===== src/rtl/multiplier_pkg.sv =====
// Shared execute-stage definitions: ALU op codes for the M extension and the
// multicycle handshake states reused by the multiplier and the divider.
package multiplier_pkg;

  localparam int W = 32;

  localparam logic [5:0] ALU_MUL    = 6'd24;
  localparam logic [5:0] ALU_MULH   = 6'd25;
  localparam logic [5:0] ALU_MULHSU = 6'd26;
  localparam logic [5:0] ALU_MULHU  = 6'd27;
  localparam logic [5:0] ALU_DIV    = 6'd28;
  localparam logic [5:0] ALU_DIVU   = 6'd29;
  localparam logic [5:0] ALU_REM    = 6'd30;
  localparam logic [5:0] ALU_REMU   = 6'd31;

  // One radix-2 step per operand bit.
  localparam int MC_ITER = 32;

  typedef enum logic [1:0] {
    MC_IDLE = 2'd0,
    MC_CALC = 2'd1,
    MC_FIX  = 2'd2
  } mc_state_e;

  function automatic logic is_mul_op(input logic [5:0] c);
    return (c == ALU_MUL) || (c == ALU_MULH) || (c == ALU_MULHSU) || (c == ALU_MULHU);
  endfunction

endpackage


===== src/rtl/multiplier.sv =====
// Multicycle RV32M multiplier: radix-2 shift-add on operand magnitudes,
// then sign fix-up and high/low word select. Fixed 34-cycle latency.
module multiplier
  import multiplier_pkg::*;
(
  input  logic          clk,
  input  logic          rst_n,
  input  logic          start,
  input  logic [5:0]    alucode,
  input  logic [W-1:0]  op1,
  input  logic [W-1:0]  op2,
  output logic          busy,
  output logic          done,
  output logic [W-1:0]  multiplier_result
);

  mc_state_e        state, state_nxt;
  logic [2*W-1:0]   mcand, acc, prod;
  logic [W-1:0]     mplr, a_mag, b_mag, res_sel;
  logic [4:0]       cnt;
  logic [5:0]       op;
  logic             neg, a_neg, b_neg, accept, last;

  assign accept = start && is_mul_op(alucode);
  assign last   = (cnt == 5'(MC_ITER - 1));
  assign busy   = (state != MC_IDLE);

  // Only op1 is signed for MULHSU; MUL low word is sign-agnostic, so unsigned.
  assign a_neg = ((alucode == ALU_MULH) || (alucode == ALU_MULHSU)) && op1[W-1];
  assign b_neg = (alucode == ALU_MULH) && op2[W-1];
  assign a_mag = a_neg ? -op1 : op1;
  assign b_mag = b_neg ? -op2 : op2;

  assign prod    = neg ? -acc : acc;
  assign res_sel = (op == ALU_MUL) ? prod[W-1:0] : prod[2*W-1:W];

  always_ff @(posedge clk or negedge rst_n) begin
    if (!rst_n) state <= MC_IDLE;
    else        state <= state_nxt;
  end

  always_comb begin
    state_nxt = state;
    case (state)
      MC_IDLE: if (accept) state_nxt = MC_CALC;
      MC_CALC: if (last)   state_nxt = MC_FIX;
      MC_FIX:              state_nxt = MC_IDLE;
      default:             state_nxt = MC_IDLE;
    endcase
  end

  always_ff @(posedge clk or negedge rst_n) begin
    if (!rst_n) begin
      mcand             <= '0;
      mplr              <= '0;
      acc               <= '0;
      cnt               <= '0;
      neg               <= 1'b0;
      op                <= '0;
      done              <= 1'b0;
      multiplier_result <= '0;
    end else begin
      done <= 1'b0;
      case (state)
        MC_IDLE: if (accept) begin
          mcand <= {{W{1'b0}}, a_mag};
          mplr  <= b_mag;
          neg   <= a_neg ^ b_neg;
          op    <= alucode;
          acc   <= '0;
          cnt   <= '0;
        end
        MC_CALC: begin
          if (mplr[0]) acc <= acc + mcand;
          mcand <= mcand << 1;
          mplr  <= mplr >> 1;
          cnt   <= cnt + 5'd1;
        end
        MC_FIX: begin
          multiplier_result <= res_sel;
          done              <= 1'b1;
        end
        default: ;
      endcase
    end
  end

endmodule

===== config.mk =====
export PLATFORM = sky130hd
export DESIGN_NAME = multiplier
export DESIGN_NICKNAME = d
export VERILOG_FILES = /design/src/rtl/multiplier_pkg.sv /design/src/rtl/multiplier.sv
export SDC_FILE = /design/constraint.sdc
export NUM_CORES = 1
export LEC_CHECK = 0
export CAP_MARGIN = 20
export CORE_ASPECT_RATIO = 1.1
export CORE_MARGIN = 10
export CORE_UTILIZATION = 25
export CTS_BUF_LIST = sky130_fd_sc_hd__clkbuf_16
export DETAILED_ROUTE_END_ITERATION = 7
export HOLD_SLACK_MARGIN = 0.08
export MAX_ROUTING_LAYER = met4
export PLACE_DENSITY = 0.53
export SLEW_MARGIN = 20
export SYNTH_ARGS = -nofsm -noshare
export SYNTH_HDL_FRONTEND = slang
export SYNTH_SLANG_ARGS = --single-unit

===== constraint.sdc =====
create_clock -name clk -period 6.7 [get_ports clk]
set_input_delay 2.01 -clock clk [delete_from_list [all_inputs] [get_ports clk]]
set_output_delay 2.01 -clock clk [all_outputs]
set_load 0.05 [all_outputs]

==> implementation parameters, run 1 <==
Parameter                              Value

Critical path
  Worst Reg2Reg Path Length in Cells    14
  Cell at the slowest stage of the critical path    sky130_fd_sc_hd__nor4_1
  Biggest fanout along the worst timing path    5
  Cell class contributing the biggest share of worst-path delay    simple AND/OR/NAND/NOR gates
  Worst path cell trace    clkdlybuf4s50_1 -> nor4_1 -> nand3_1 -> nor4_1 -> nand3b_1 -> o41ai_1 -> o21ai_0 -> xnor2_1 -> o21ai_0
  R2r startpoint    mcand[1]
  R2r endpoint    acc[61]
  Sum of buffers and inverters on the critical path    1
  CP arrival    5.07 ns
  Register-to-Register Setup Slack    2.86 ns
  Critical path capture point type    flip-flop
  Startpoint Class    input pin
  Critical path required time    7.14 ns
  Largest stage delay, worst path    about 0.52 ns
  Crit path kind    input pin to flip-flop

STA
  Tmin final    between 4 and 5 ns
  Transition time at the pin with the least slew margin    1.04 ns
  Number of hold-slack violations in the final timing report    0
  Worst hold slack    ~0.47 ns
  Clock skew after layout    approximately 0.013 ns
  Setup violation total in the final timing report    0
  Setup TNS after final layout    0 ns
  Pins Over Slew Limit    0
  Unrepaired setup endpoints after global routing    no
  Max-slew headroom at the worst pin    30.4%
  Fmax    216 MHz
  Share of the cycle needed by the critical path after routing    69.1%

Clock tree
  Total clock sinks    207
  Hold buffers post-CTS    0
  Clock latency on the worst-skew pair    0.55 ns
  Quantity of gates resized following cts    0
  Clock tree from TritonCTS    built
  Post-CTS Repair Setup Buffers    0
  Total CTS buffers    25
  Root buffer cell    sky130_fd_sc_hd__clkbuf_16
  Buffer levels on the longest clock path    3
  H-tree depth reported by CTS    1
  Post-CTS clock slew at the launch and capture registers of the worst setup and hold paths    0.06 ns

Yosys
  Number of nets in the synthesized netlist    1,890
  Seq cells post-synth    207
  Portion of synthesized cell area occupied by the leading cell type    between 30% and 40%
  Cell Area, Synth    14,400 µm²
  Cell accounting for the most synthesized area    sky130_fd_sc_hd__dfrtp_1
  Count of flip-flops with a built-in enable after synthesis    0
  Primary flip-flop cell chosen by synthesis mapping    sky130_fd_sc_hd__dfrtp_1
  Average footprint of a synthesized cell    approximately 8.3 µm²
  Most area-consuming cells after synthesis    sky130_fd_sc_hd__dfrtp_1 36%, sky130_fd_sc_hd__o21ai_0 9.0%, sky130_fd_sc_hd__ha_1 5.9%, sky130_fd_sc_hd__nand2_1 5.6%, sky130_fd_sc_hd__xnor2_1 5.5%
  Number of different library cells in the post-synthesis netlist    62
  Most frequently used cell type in the post-synthesis netlist    sky130_fd_sc_hd__o21ai_0
  Gate count of the mapped netlist    1,748
  Sequential cell area fraction in the yosys report    35.9%
  Number of warning messages in the yosys log    0
  Ys async rst share    100%
  Post-synth top cells    259 x sky130_fd_sc_hd__o21ai_0, 217 x sky130_fd_sc_hd__nand2_1, 207 x sky130_fd_sc_hd__dfrtp_1

Floorplanning
  Number of rows created at floorplan    92
  Initial cell density of the core    25.2%
  Number of I/O pins    between 100 and 150
  Floorplan die height    272 µm
  Core area    approximately 57,000 µm²
  Die span in x    249 µm
  Die Outline Area    67,800 µm²

Flow run
  Number of maximum-capacitance violations    0

GRT
  Global-route wire length before repair    72.4 mm
  Number of global-route vias before repair    12,758
  Remaining global-route overflow    0
  Global router's overall resource usage    between 10% and 20%
  Maximum number of pins on one net before global-route repair    roughly 120
  Number of antenna violations at the first check in global routing    0

Power and ir drop
  Peak supply drop    between 200 and 250 µV
  P_leak    between 7 and 8 nW
  Pwr Density    ~400 nW/µm²

Layout
  Footprint of the flip-flops and latches    5180 µm²
  Fraction of final layout cells sized beyond drive strength 1    4.26%
  Antenna diode count    0
  Area occupied by multi-input gates    ~8800 µm²
  Share of the core filled with cells in the final layout    between 20% and 30%
  Layout overhead on the synthesized area    17.5%
  Net count, final    1,933
  Post-route design area    17,000 µm²
  Count of filler cells inserted in the layout    6,099
  Final instance count without filler cells    ~2,600

Drt
  Total via count after detailed routing    approximately 13,000
  Number of DRC violations after detailed-routing iteration 0    839
  WL final    44.9 mm
  Remaining number of nets flagged by the antenna check after routing    0
  Detailed-route DRC error count    0
  Post-detailed-route wirelength per cell    roughly 18 µm
  Number of detailed-route iterations in the first pass    5
  Via count normalized by instance count    between 5 and 6

Worst hold path
  Worst Hold End    op[5]
  Min-Delay Path Depth    1
  Launch point of the worst hold path    op[5]
  Class of the tightest hold or removal check    flip-flop to flip-flop

Place
  Total half-perimeter wirelength after legalization and detailed placement    34.0 mm
  Global placer's final weighted congestion    0.947
  Cell area after placement    16,200 µm²
  Cell count after placement    2,515
  # port buffers    around 110

Status
  Run status    complete, no violations
worst max path at each step:
stage                       start         to  slack (ns)  cells past startpoint
after floorplan           op1[11]  mcand[28]        2.62                      9
after global placement     op1[3]  mcand[28]        1.63                      9
after detailed placement   op1[3]  mcand[28]        1.60                      9
after CTS                  op1[3]  mcand[28]        2.11                      9
after global routing       op1[3]  mcand[28]        1.85                      9
final                      op1[3]  mcand[28]        2.07                      9
logic make-up (layout without fill, tap and decap cells):
logic type | Yosys count | count (layout) | share of synthesized area, %
AOI/OAI and AO/OA | 594 | 594 | 24.9
and+or+nand+nor | 564 | 564 | 18.5
DFF | 207 | 207 | 35.9
xor gates and xnor gates | 178 | 178 | 10.8
buffers and inverters | 132 | 191 | 3.62
adders and majority gates | 69 | 69 | 6.03
muxes | 4 | 4 | 0.277
final cells by class:
type / count / share of cell area [%]
multi-input combinational: 1409 / 51.7
sequential: 207 / 30.5
timing repair buffer: 122 / 7.18
tap: 752 / 5.55
clock buffer: 25 / 3.69
clock inverter: 18 / 0.760
inverter: 26 / 0.575
per-stage QoR:
step,total power [mW],setup slack [ns]
after CTS,6.64,2.11
after detailed placement,5.32,1.60
after floorplan,4.36,2.62
after global routing,7.16,1.85
after global placement,5.26,1.63
final,6.61,2.07
registers in the layout, indices dropped and copies added, names as in the netlist:
register           count
acc                   64
state                  2
multiplier_result     32
done                   1
op                     6
cnt                    5
mcand                 64
neg                    1
mplr                  32
routing by layer:
metal  vias up  GRT usage [%]  part of all wire [%]
li1       6418              -                     -
met1      6225           16.7                    46
met4         0           4.31                   3.1
met2       284           21.2                    47
met5         -              -                     0
met3        83           1.93                   4.6
cells in the final DEF (no fill, tap or decap), types with 6 or more instances in the layout:
| master | count |
|---|---|
| sky130_fd_sc_hd__a211oi_1 | 8 |
| sky130_fd_sc_hd__a21o_1 | 51 |
| sky130_fd_sc_hd__a21oi_1 | 112 |
| sky130_fd_sc_hd__a22oi_1 | 60 |
| sky130_fd_sc_hd__a31oi_1 | 6 |
| sky130_fd_sc_hd__and2_1 | 6 |
| sky130_fd_sc_hd__and3_1 | 8 |
| sky130_fd_sc_hd__buf_4 | 14 |
| sky130_fd_sc_hd__clkbuf_16 | 25 |
| sky130_fd_sc_hd__clkdlybuf4s50_1 | 105 |
| sky130_fd_sc_hd__clkinv_1 | 6 |
| sky130_fd_sc_hd__dfrtp_1 | 206 |
| sky130_fd_sc_hd__ha_1 | 68 |
| sky130_fd_sc_hd__inv_1 | 32 |
| sky130_fd_sc_hd__nand2_1 | 216 |
| sky130_fd_sc_hd__nand2b_1 | 16 |
| sky130_fd_sc_hd__nand3_1 | 84 |
| sky130_fd_sc_hd__nand4_1 | 27 |
| sky130_fd_sc_hd__nor2_1 | 96 |
| sky130_fd_sc_hd__nor2b_1 | 8 |
| sky130_fd_sc_hd__nor3_1 | 30 |
| sky130_fd_sc_hd__nor4_1 | 15 |
| sky130_fd_sc_hd__o21a_1 | 7 |
| sky130_fd_sc_hd__o21ai_0 | 259 |
| sky130_fd_sc_hd__o21bai_1 | 12 |
| sky130_fd_sc_hd__o31ai_1 | 34 |
| sky130_fd_sc_hd__o41ai_1 | 12 |
| sky130_fd_sc_hd__or3_1 | 21 |
| sky130_fd_sc_hd__or4_1 | 7 |
| sky130_fd_sc_hd__xnor2_1 | 91 |
| sky130_fd_sc_hd__xor2_1 | 87 |
power by group:
group,internal [mW],total [mW],switching [mW]
Sequential,1.65,2.20,0.550
Clock,0.747,1.29,0.541
Combinational,1.22,3.12,1.90
No activity file was read; power rests on OpenSTA's default activity.
==> run 2, diff against run 1 <==
==> constraint.sdc (replaced) <==
create_clock -name clk -period 4.8 [get_ports clk]
set_input_delay 1.44 -clock clk [delete_from_list [all_inputs] [get_ports clk]]
set_output_delay 1.44 -clock clk [all_outputs]
set_load 0.05 [all_outputs]
==> implementation parameters, run 2 (synthesized netlist as in run 1, its figures left out) <==
Parameter                              Value

Layout
  Most used cells in the layout excluding fill and tap cells    259 x sky130_fd_sc_hd__o21ai_0, 216 x sky130_fd_sc_hd__nand2_1, 206 x sky130_fd_sc_hd__dfrtp_1
  Net count, final    1,942 (+0.47%)
  Count of filler cells inserted in the layout    6,085 (-0.23%)
  Layout overhead on the synthesized area    17.9%
  Footprint of the flip-flops and latches    5180 µm² (unchanged)
  Biggest regs    acc x64, mcand x64
  Fraction of final layout cells sized beyond drive strength 1    4.96% (+0.70 points)
  Leading cell type in the layout, fill and taps excluded    sky130_fd_sc_hd__o21ai_0
  Final instance count without filler cells    2,567 (+0.31%)
  Area occupied by multi-input gates    8770 µm² (about the same)
  Antenna diode count    0 (unchanged)

Critical path
  Register-to-Register Setup Slack    0.82 ns (-2.04 ns)
  Largest stage delay, worst path    0.66 ns (+0.14 ns)
  Cell at the slowest stage of the critical path    sky130_fd_sc_hd__o21ai_0
  Launch point of the worst path    acc[25]
  Startpoint Class    flip-flop
  Timing endpoint of the critical path    multiplier_result[28]
  Worst path cell trace    or3_4 -> or4_4 -> or4_4 -> nor2_1 -> nand4_1 -> o21ai_0 -> nand2_1 -> xor2_1 -> a21oi_1 -> o21ai_0
  R2r endpoint    multiplier_result[28]
  Biggest fanout along the worst timing path    5 (unchanged)
  Worst Reg2Reg Path Length in Cells    10 (-4)
  R2r startpoint    acc[25]
  Critical path required time    5.20 ns (-1.94 ns)
  Critical path capture point type    flip-flop
  Crit path kind    flip-flop to flip-flop
  CP arrival    4.38 ns (-0.69 ns)

STA
  Transition time at the pin with the least slew margin    1.09 ns (+0.0458 ns)
  Fmax    251 MHz
  Number of hold-slack violations in the final timing report    0 (unchanged)
  Unrepaired setup endpoints after global routing    no
  Max-slew headroom at the worst pin    27.3% (-3.1 points)
  Setup violation total in the final timing report    0 (unchanged)
  Tmin final    3.98 ns
  Clock skew after layout    0.0172 ns (+0.00385 ns)
  Pins Over Slew Limit    0 (unchanged)
  Share of the cycle needed by the critical path after routing    83.0%
  Setup TNS after final layout    0 ns (unchanged)

Floorplanning
  Floorplan die height    272 µm (unchanged)
  Number of I/O pins    107 (unchanged)
  Die Outline Area    67,800 µm² (unchanged)
  Core area    57,200 µm² (unchanged)
  Initial cell density of the core    25.2% (unchanged)
  Die span in x    249 µm (unchanged)
  Number of rows created at floorplan    92 (unchanged)

Clock tree
  H-tree depth reported by CTS    1 (unchanged)
  Clock latency on the worst-skew pair    0.56 ns (about the same)
  Clock tree from TritonCTS    built
  Post-CTS clock slew at the launch and capture registers of the worst setup and hold paths    0.06 ns (about the same)
  Post-CTS Repair Setup Buffers    0 (unchanged)
  Buffer levels on the longest clock path    3 (unchanged)
  Hold buffers post-CTS    0 (unchanged)
  Total clock sinks    207 (unchanged)
  Total CTS buffers    26 (+4.0%)
  Root buffer cell    sky130_fd_sc_hd__clkbuf_16
  Quantity of gates resized following cts    0 (unchanged)

GRT
  Remaining global-route overflow    0 (unchanged)
  Global-route wire length before repair    72.9 mm (+0.73%)
  Number of global-route vias before repair    12,785 (+0.21%)
  Maximum number of pins on one net before global-route repair    87 (-29%)
  Number of antenna violations at the first check in global routing    0 (unchanged)
  Global router's overall resource usage    13.4% (+0.20 points)

Power and ir drop
  Peak supply drop    250 µV (+21%)
  Power share of the sequential group    33.2% (about the same)
  Internal power    5.07 mW (+40%)
  Pwr Density    546 nW/µm² (+40%)
  Relative contribution of combinational cells to total power    47.1% (about the same)
  Sw Pwr    4.22 mW (+41%)
  Switching portion of total power    45.4% (+0.20 points)
  P_leak    7.19 nW (+0.42%)
  Clock network fraction of total power    19.8% (+0.3 points)

Place
  Global placer's final weighted congestion    0.907 (-4.2%)
  Cell count after placement    2,524 (+0.36%)
  Total half-perimeter wirelength after legalization and detailed placement    34.4 mm (+1.1%)
  # port buffers    106 (unchanged)

Drt
  Via count normalized by instance count    5.07 (-0.33%)
  Detailed-route DRC error count    0 (unchanged)
  Number of detailed-route iterations in the first pass    5 (unchanged)
  Total via count after detailed routing    13,008 (-0.015%)
  Number of DRC violations after detailed-routing iteration 0    848 (+1.1%)
  Remaining number of nets flagged by the antenna check after routing    0 (unchanged)
  WL final    45.5 mm (+1.4%)
  Post-detailed-route wirelength per cell    17.7 µm (+1.1%)

Flow run
  Number of maximum-capacitance violations    0 (unchanged)

Worst hold path
  Class of the tightest hold or removal check    flip-flop to flip-flop

Status
  Run status    complete, no violations
==> run 2: cell types whose count changed in the layout (fill, tap and decap cells not counted), moves of 2 or more <==
cell	previous run	this run
sky130_fd_sc_hd__inv_1	32	28
sky130_fd_sc_hd__clkinvlp_4	0	2
sky130_fd_sc_hd__clkinv_1	6	4
sky130_fd_sc_hd__clkbuf_16	25	27
sky130_fd_sc_hd__buf_4	14	23
sky130_fd_sc_hd__clkinv_2	3	7
==> run 2: through the flow <==
stage	cell area [µm²]	utilization [%]	power, mW	setup slack [ns]	hold slack (ns)
5_1_grt	17000	29.8	10.0	0.681	0.491
2_1_floorplan	14400	-	6.09	1.29	0.425
3_3_place_gp	16300	28.4	7.39	0.358	0.446
4_1_cts	17000	29.8	9.36	0.895	0.461
6_report	17000	29.8	9.29	0.818	0.453
3_5_place_dp	16300	28.4	7.46	0.385	0.444
==> run 2: routing by layer <==
metal	routed length, µm	vias to the layer above	share of wire (%)	global-route usage (%)
met2	21000	256	46	21.5
met4	1450	0	3.2	4.77
met5	0	-	0	-
met3	1610	69	3.5	1.46
met1	21500	6254	47	17.2
li1	-	6429	-	-
==> run 2: worst min-delay path by stage <==
stage                     cells past startpoint    end  slack, ns  start
after global placement                        1  op[3]       0.45  op[3]
after CTS                                     1  op[3]       0.46  op[3]
final                                         1  op[3]       0.45  op[3]
after global routing                          1  op[5]       0.49  op[5]
after detailed placement                      1  op[3]       0.44  op[3]
after floorplan                               1  op[3]       0.43  op[3]
==> run 2: layout make-up <==
| cell class | count | area share (%) |
|---|---|---|
| inverters | 26 | 0.573 |
| repair buffers | 130 | 7.39 |
| multi-input cells | 1409 | 51.5 |
| clock inverters | 16 | 0.602 |
| clock buffers | 27 | 3.97 |
| well taps | 752 | 5.53 |
| flip-flops and latches | 207 | 30.4 |
==> run 2: power by group through the flow <==
stage	Combinational (mW)	Sequential (mW)	Clock, mW
3_5_place_dp	4.36	3.10	0
2_1_floorplan	3.31	2.78	0
6_report	4.37	3.08	1.84
5_1_grt	4.90	3.18	1.97
4_1_cts	4.38	3.08	1.90
3_3_place_gp	4.30	3.09	0
==> run 2: worst max-delay path, delay by kind of cell, from the launching register on <==
kind	cells	cell delay, ns
xor+xnor	1	0.18
compound gates	3	1.18
flops	1	0.49
simple gates	6	1.96
